<file path="src/rtl/mem_port_arbiter.sv">
// Memory port arbiter: shares one read port and one write port
// between instruction fetch and load/store, with data priority and a streak limit.
module mem_port_arbiter #(
  parameter int unsigned MEM_LAT    = 1,
  parameter int unsigned MAX_STREAK = 4
) (
  input  logic        clk_i,
  input  logic        reset_i,
  input  logic        if_req_i,
  input  logic [31:0] if_addr_i,
  output logic        if_gnt_o,
  output logic        if_rvalid_o,
  output logic [31:0] if_rdata_o,
  input  logic        d_req_i,
  input  logic        d_we_i,
  input  logic [31:0] d_addr_i,
  input  logic [31:0] d_wdata_i,
  output logic        d_gnt_o,
  output logic        d_rvalid_o,
  output logic [31:0] d_rdata_o,
  output logic [31:0] mem_rd_addr_o,
  input  logic [31:0] mem_rd_data_i,
  output logic [31:0] mem_wr_addr_o,
  output logic [31:0] mem_wr_data_o,
  output logic        mem_wr_enable_o,
  output logic        busy_o
);

  typedef enum logic [1:0] {
    IDLE    = 2'd0,
    RD_WAIT = 2'd1,
    WR      = 2'd2
  } state_t;

  localparam logic [2:0] LAT  = 3'(MEM_LAT);
  localparam logic [3:0] MAXS = 4'(MAX_STREAK);

  state_t      state_q, state_d;
  logic [31:0] rd_addr_q, rd_addr_d;
  logic [31:0] wr_addr_q, wr_addr_d;
  logic [31:0] wr_data_q, wr_data_d;
  logic [31:0] rdata_q, rdata_d;
  logic        owner_q, owner_d;
  logic [2:0]  cnt_q, cnt_d;
  logic [3:0]  streak_q, streak_d;
  logic        if_rv_q, if_rv_d;
  logic        d_rv_q, d_rv_d;
  logic        if_gnt, d_gnt;

  // Grant decision: only in IDLE, data wins unless fetch has starved long enough
  always_comb begin
    if_gnt = 1'b0;
    d_gnt  = 1'b0;
    if (state_q == IDLE) begin
      if_gnt = if_req_i && (!d_req_i || (streak_q == MAXS));
      d_gnt  = d_req_i && !if_gnt;
    end
  end

  // Next-state logic for the access sequencer, streak counter and data paths
  always_comb begin
    state_d   = state_q;
    rd_addr_d = rd_addr_q;
    wr_addr_d = wr_addr_q;
    wr_data_d = wr_data_q;
    rdata_d   = rdata_q;
    owner_d   = owner_q;
    cnt_d     = cnt_q;
    streak_d  = streak_q;
    if_rv_d   = 1'b0;
    d_rv_d    = 1'b0;
    case (state_q)
      IDLE: begin
        if (if_gnt) begin
          rd_addr_d = if_addr_i;
          owner_d   = 1'b0;
          cnt_d     = LAT;
          streak_d  = 4'd0;
          state_d   = RD_WAIT;
        end else if (d_gnt) begin
          if (if_req_i && (streak_q != MAXS)) begin
            streak_d = streak_q + 4'd1;
          end
          if (d_we_i) begin
            wr_addr_d = d_addr_i;
            wr_data_d = d_wdata_i;
            state_d   = WR;
          end else begin
            rd_addr_d = d_addr_i;
            owner_d   = 1'b1;
            cnt_d     = LAT;
            state_d   = RD_WAIT;
          end
        end
      end
      RD_WAIT: begin
        if (cnt_q != 3'd0) begin
          cnt_d = cnt_q - 3'd1;
        end else begin
          rdata_d = mem_rd_data_i;
          if_rv_d = !owner_q;
          d_rv_d  = owner_q;
          state_d = IDLE;
        end
      end
      WR: begin
        state_d = IDLE;
      end
      default: begin
        state_d = IDLE;
      end
    endcase
  end

  // State registers; reset aborts any access in progress
  always_ff @(posedge clk_i or posedge reset_i) begin
    if (reset_i) begin
      state_q   <= IDLE;
      rd_addr_q <= '0;
      wr_addr_q <= '0;
      wr_data_q <= '0;
      rdata_q   <= '0;
      owner_q   <= 1'b0;
      cnt_q     <= '0;
      streak_q  <= '0;
      if_rv_q   <= 1'b0;
      d_rv_q    <= 1'b0;
    end else begin
      state_q   <= state_d;
      rd_addr_q <= rd_addr_d;
      wr_addr_q <= wr_addr_d;
      wr_data_q <= wr_data_d;
      rdata_q   <= rdata_d;
      owner_q   <= owner_d;
      cnt_q     <= cnt_d;
      streak_q  <= streak_d;
      if_rv_q   <= if_rv_d;
      d_rv_q    <= d_rv_d;
    end
  end

  assign if_gnt_o        = if_gnt;
  assign d_gnt_o         = d_gnt;
  assign if_rvalid_o     = if_rv_q;
  assign d_rvalid_o      = d_rv_q;
  assign if_rdata_o      = rdata_q;
  assign d_rdata_o       = rdata_q;
  assign mem_rd_addr_o   = rd_addr_q;
  assign mem_wr_addr_o   = wr_addr_q;
  assign mem_wr_data_o   = wr_data_q;
  assign mem_wr_enable_o = (state_q == WR);
  assign busy_o          = (state_q != IDLE);

endmodule

</file>
<file path="config.mk">
export PLATFORM = sky130hd
export DESIGN_NAME = mem_port_arbiter
export DESIGN_NICKNAME = d
export VERILOG_FILES = /design/src/rtl/mem_port_arbiter.sv
export SDC_FILE = /design/constraint.sdc
export NUM_CORES = 1
export LEC_CHECK = 0
export ABC_CLOCK_PERIOD_IN_PS = 13300
export CAP_MARGIN = 20
export CORE_ASPECT_RATIO = 0.75
export CORE_UTILIZATION = 43
export DETAILED_ROUTE_END_ITERATION = 6
export HOLD_SLACK_MARGIN = 0.1
export PLACE_DENSITY = 0.85
export SLEW_MARGIN = 15
export SYNTH_ARGS = -nofsm -noshare
export SYNTH_HDL_FRONTEND = slang
export SYNTH_SLANG_ARGS = --single-unit
</file>
<file path="constraint.sdc">
create_clock -name clk_i -period 13.3 [get_ports clk_i]
set_input_delay 2.66 -clock clk_i [delete_from_list [all_inputs] [get_ports clk_i]]
set_output_delay 2.66 -clock clk_i [all_outputs]
set_load 0.02 [all_outputs]
</file>
==> qor.csv <==
stage,metric,value,unit
placed_design,post-place-ws,6.11,ns
timing,slew_violations,0,
power,switching_share,36.4,%
grt,grt_util_all_layers,23.4,%
synth,ys_warn_count,0,
run,cap_violations,0,
worst_setup_path,critPathTopFamily,buffers and inverters,
power,power.switching,913,uW
clock_network,ctsLongestPathBuffers,2,
drt,drc_errors,0,
grt,grt_pass1_vias,4698,
power,seqPwrFrac,30.7,%
die,start_util,44.9,%
clock_network,ctsResizeCount,0,
synth,syn_area_per_cell,13.4,sq um
die,core,13200,sq um
drt,drt_iter0_markers,203,
timing,finalSetupViolations,0,
synth,syn_area,5930,sq um
layout,instances_no_fill,896,
layout,fill_cells,898,
layout,multi_input_area,2030,sq um
synth,yosys-top-cells-count,"140 x dfrtp_1, 97 x mux2_2, 38 x nor2_1",
drt,wl_per_cell,17.7,um
layout,syn2layout_area_growth,59.5,%
synth,async_reset_ff_share,100,%
clock_network,ctsHoldBuffers,0,
grt,overflow,0,
power,cell_internal_pwr,1590,uW
die,row_count,36,
worst_setup_path,crit_chain,clkdlybuf4s50_1 -> or3b_1 -> a21oi_4 -> clkdlybuf4s50_1,
power,combPwrFrac,50.1,%
layout,num-nets-final,849,
drt,drt_pass1_iterations,4,
timing,max_slew_margin,41.8,%
timing,timing.fmax,139,MHz
worst_setup_path,crit_path_max_incr_delay,0.64,ns
drt,ant_nets,0,
layout,seqCellArea,3500,sq um
die,die-area,14300,sq um
clock_network,cts_inserted_buffers,17,
clock_network,cts.sinks,140,
layout,diodes,0,
worst_setup_path,worstPathArrival,4.53,ns
timing,setup-tns-final,0,ns
layout,final_core_util,71.7,%
placed_design,dp_cells,863,
power,vdd_drop_max,0.171,mV
timing,worst_slew_pin_slew,0.873,ns
power,power_density,265,nW/um^2
timing,hold_viol_final,0,
die,fp.dieH,104,um
drt,vias,4418,
synth,synth_seq_cells,140,
timing,layout_worst_path_cycle_share,54.1,%
drt,viasPerCell,4.93,
synth,syn-num-nets,579,
timing,rsz0062_at_grt,no,
grt,grt_pass1_wl,24900,um
grt,grt_max_degree,81,
worst_setup_path,cpMaxStageDelayCell,clkdlybuf4s50_1,
clock_network,htree_levels,4,
timing,fin_hold_ws,0.474,ns
die,die_w,138,um
power,p_clk_share,19.2,%
worst_setup_path,worstPathRequired,10.64,ns
grt,antenna_found_initial,0,
synth,yosysSeqAreaShare,59.1,%
die,io_pins,299,
synth,synthFlopType,dfrtp_1,
worst_setup_path,cp_num_buf_inv,2,
worst_hold_path,hold_path.class,register to register,
clock_network,clkTransAtPathRegs,0.05,ns
status,status,finished clean,
timing,skew,0.00727,ns
power,leakage,0.00390,uW
clock_network,cts_setup_buffers,0,
placed_design,gp_congestion,0.804,
layout,drive_gt1_share,20.0,%
worst_setup_path,cp-start-kind,primary input,
timing,finalCriticalPeriod,7.19,ns
clock_network,cts_tree,built,
worst_setup_path,cp_common_cell,clkdlybuf4s50_1,
placed_design,dpl.hpwl,11700,um
synth,synth_top_area_cell,dfrtp_1,
synth,yosysUniqueCellTypes,31,
synth,yosysMostFrequentCell,dfrtp_1,
synth,synth_top_area_share,59.1,%
drt,routed_wl,15900,um
placed_design,port_buffers,298,
worst_setup_path,end_kind,primary output,
synth,synth_edf_count,0,
timing,final.setup.worst_slack,6.11,ns
worst_setup_path,cp_max_fo,5,
clock_network,clock_latency,0.41,ns
worst_setup_path,setup.worst_path.class,primary input to primary output,
synth,ys_top_cells_by_area,"dfrtp_1 59%, mux2_2 18%, mux2i_1 5.4%",
synth,syn_inst,442,
clock_network,root_buffer,clkbuf_16,
path summary, 6_finish.rpt:
kind	start	endpoint	slack [ns]	depth (start not counted)
max	if_req_i	if_gnt_o	6.11	4
min	owner_q$_DFFE_PP0P_	if_rvalid_o$_DFF_PP0_	0.47	1
max reg2reg	streak_q[0]$_DFFE_PP0P_	mem_wr_addr_o[25]$_DFFE_PP0P_	10.85	7
min reg2reg	owner_q$_DFFE_PP0P_	if_rvalid_o$_DFF_PP0_	0.47	1
max in group asynchronous	reset_i	mem_rd_addr_o[19]$_DFFE_PP0P_	9.52	4
min in group asynchronous	reset_i	d_rdata_o[20]$_DFFE_PP0P_	2.69	2
power groups by stage:
| stage | combinational (uW) | sequential [uW] | clock, uW |
|---|---|---|---|
| 2_1_floorplan | 459 | 1000 | 0 |
| 3_3_place_gp | 1240 | 757 | 0 |
| 3_5_place_dp | 1260 | 774 | 0 |
| 4_1_cts | 1270 | 771 | 492 |
| 5_1_grt | 1330 | 798 | 512 |
| 6_report | 1250 | 770 | 482 |
metrics by stage:
step / total power (uW) / cell area, sq um
floorplan: 1460 / 5930
global placement: 1990 / 8810
detailed placement: 2040 / 8810
CTS: 2530 / 9430
global route: 2640 / 9460
finish: 2510 / 9460
routing by layer:
layer | GRT usage, % | share of wire [%] | vias to the layer above
li1 | - | - | 2032
met1 | 25.9 | 38 | 2188
met2 | 40.5 | 52 | 183
met3 | 10.2 | 8.7 | 15
met4 | 6.12 | 1.1 | 0
met5 | 0 | 0 | -
state kept, by name (all words and copies together) (netlist names):
name           count
d_rdata_o         32
cnt_q              3
d_rvalid_o         1
state_q            2
mem_wr_addr_o     32
mem_wr_data_o     32
streak_q           4
mem_rd_addr_o     32
owner_q            1
if_rvalid_o        1
layout by cell type, fill, tap and decap left out, types with 2 or more instances in the layout:
| master | count |
|---|---|
| a21oi_1 | 29 |
| nand2_1 | 4 |
| buf_4 | 5 |
| ha_1 | 4 |
| nor3_1 | 2 |
| o21ai_0 | 5 |
| nand2b_1 | 4 |
| clkbuf_8 | 6 |
| nor4b_1 | 2 |
| a21oi_2 | 4 |
| bufinv_16 | 2 |
| clkinvlp_4 | 3 |
| or2b_1 | 2 |
| nor2_1 | 37 |
| clkdlybuf4s50_1 | 298 |
| inv_6 | 2 |
| inv_1 | 10 |
| clkbuf_16 | 17 |
| dfrtp_1 | 140 |
| mux2i_1 | 32 |
| mux2_2 | 97 |
| o22ai_1 | 2 |
area by class of cell:
| type | instances | area share (%) |
|---|---|---|
| Sequential cell | 140 | 37.0 |
| Timing Repair Buffer | 304 | 32.2 |
| Multi-Input combinational cell | 238 | 21.5 |
| Clock buffer | 24 | 5.41 |
| Tap cell | 171 | 2.26 |
| Clock inverter | 8 | 1.11 |
| Inverter | 11 | 0.489 |
worst register-to-register path, stage by stage (launching register included):
cell      delay, ns
dfrtp_1        0.41
inv_1          0.09
ha_1           0.17
nand3b_1       0.18
o211a_1        0.29
nand2_2        0.07
buf_4          0.67
mux2_2         0.46
kinds of logic after synthesis:
logic type	share of synthesized area (%)
compound gates	4.49
fa+ha+maj	0.844
buf+inv	7.01
flops	59.1
mux	23.8
simple gates	4.75
No activity file was read; power rests on OpenSTA's default activity.
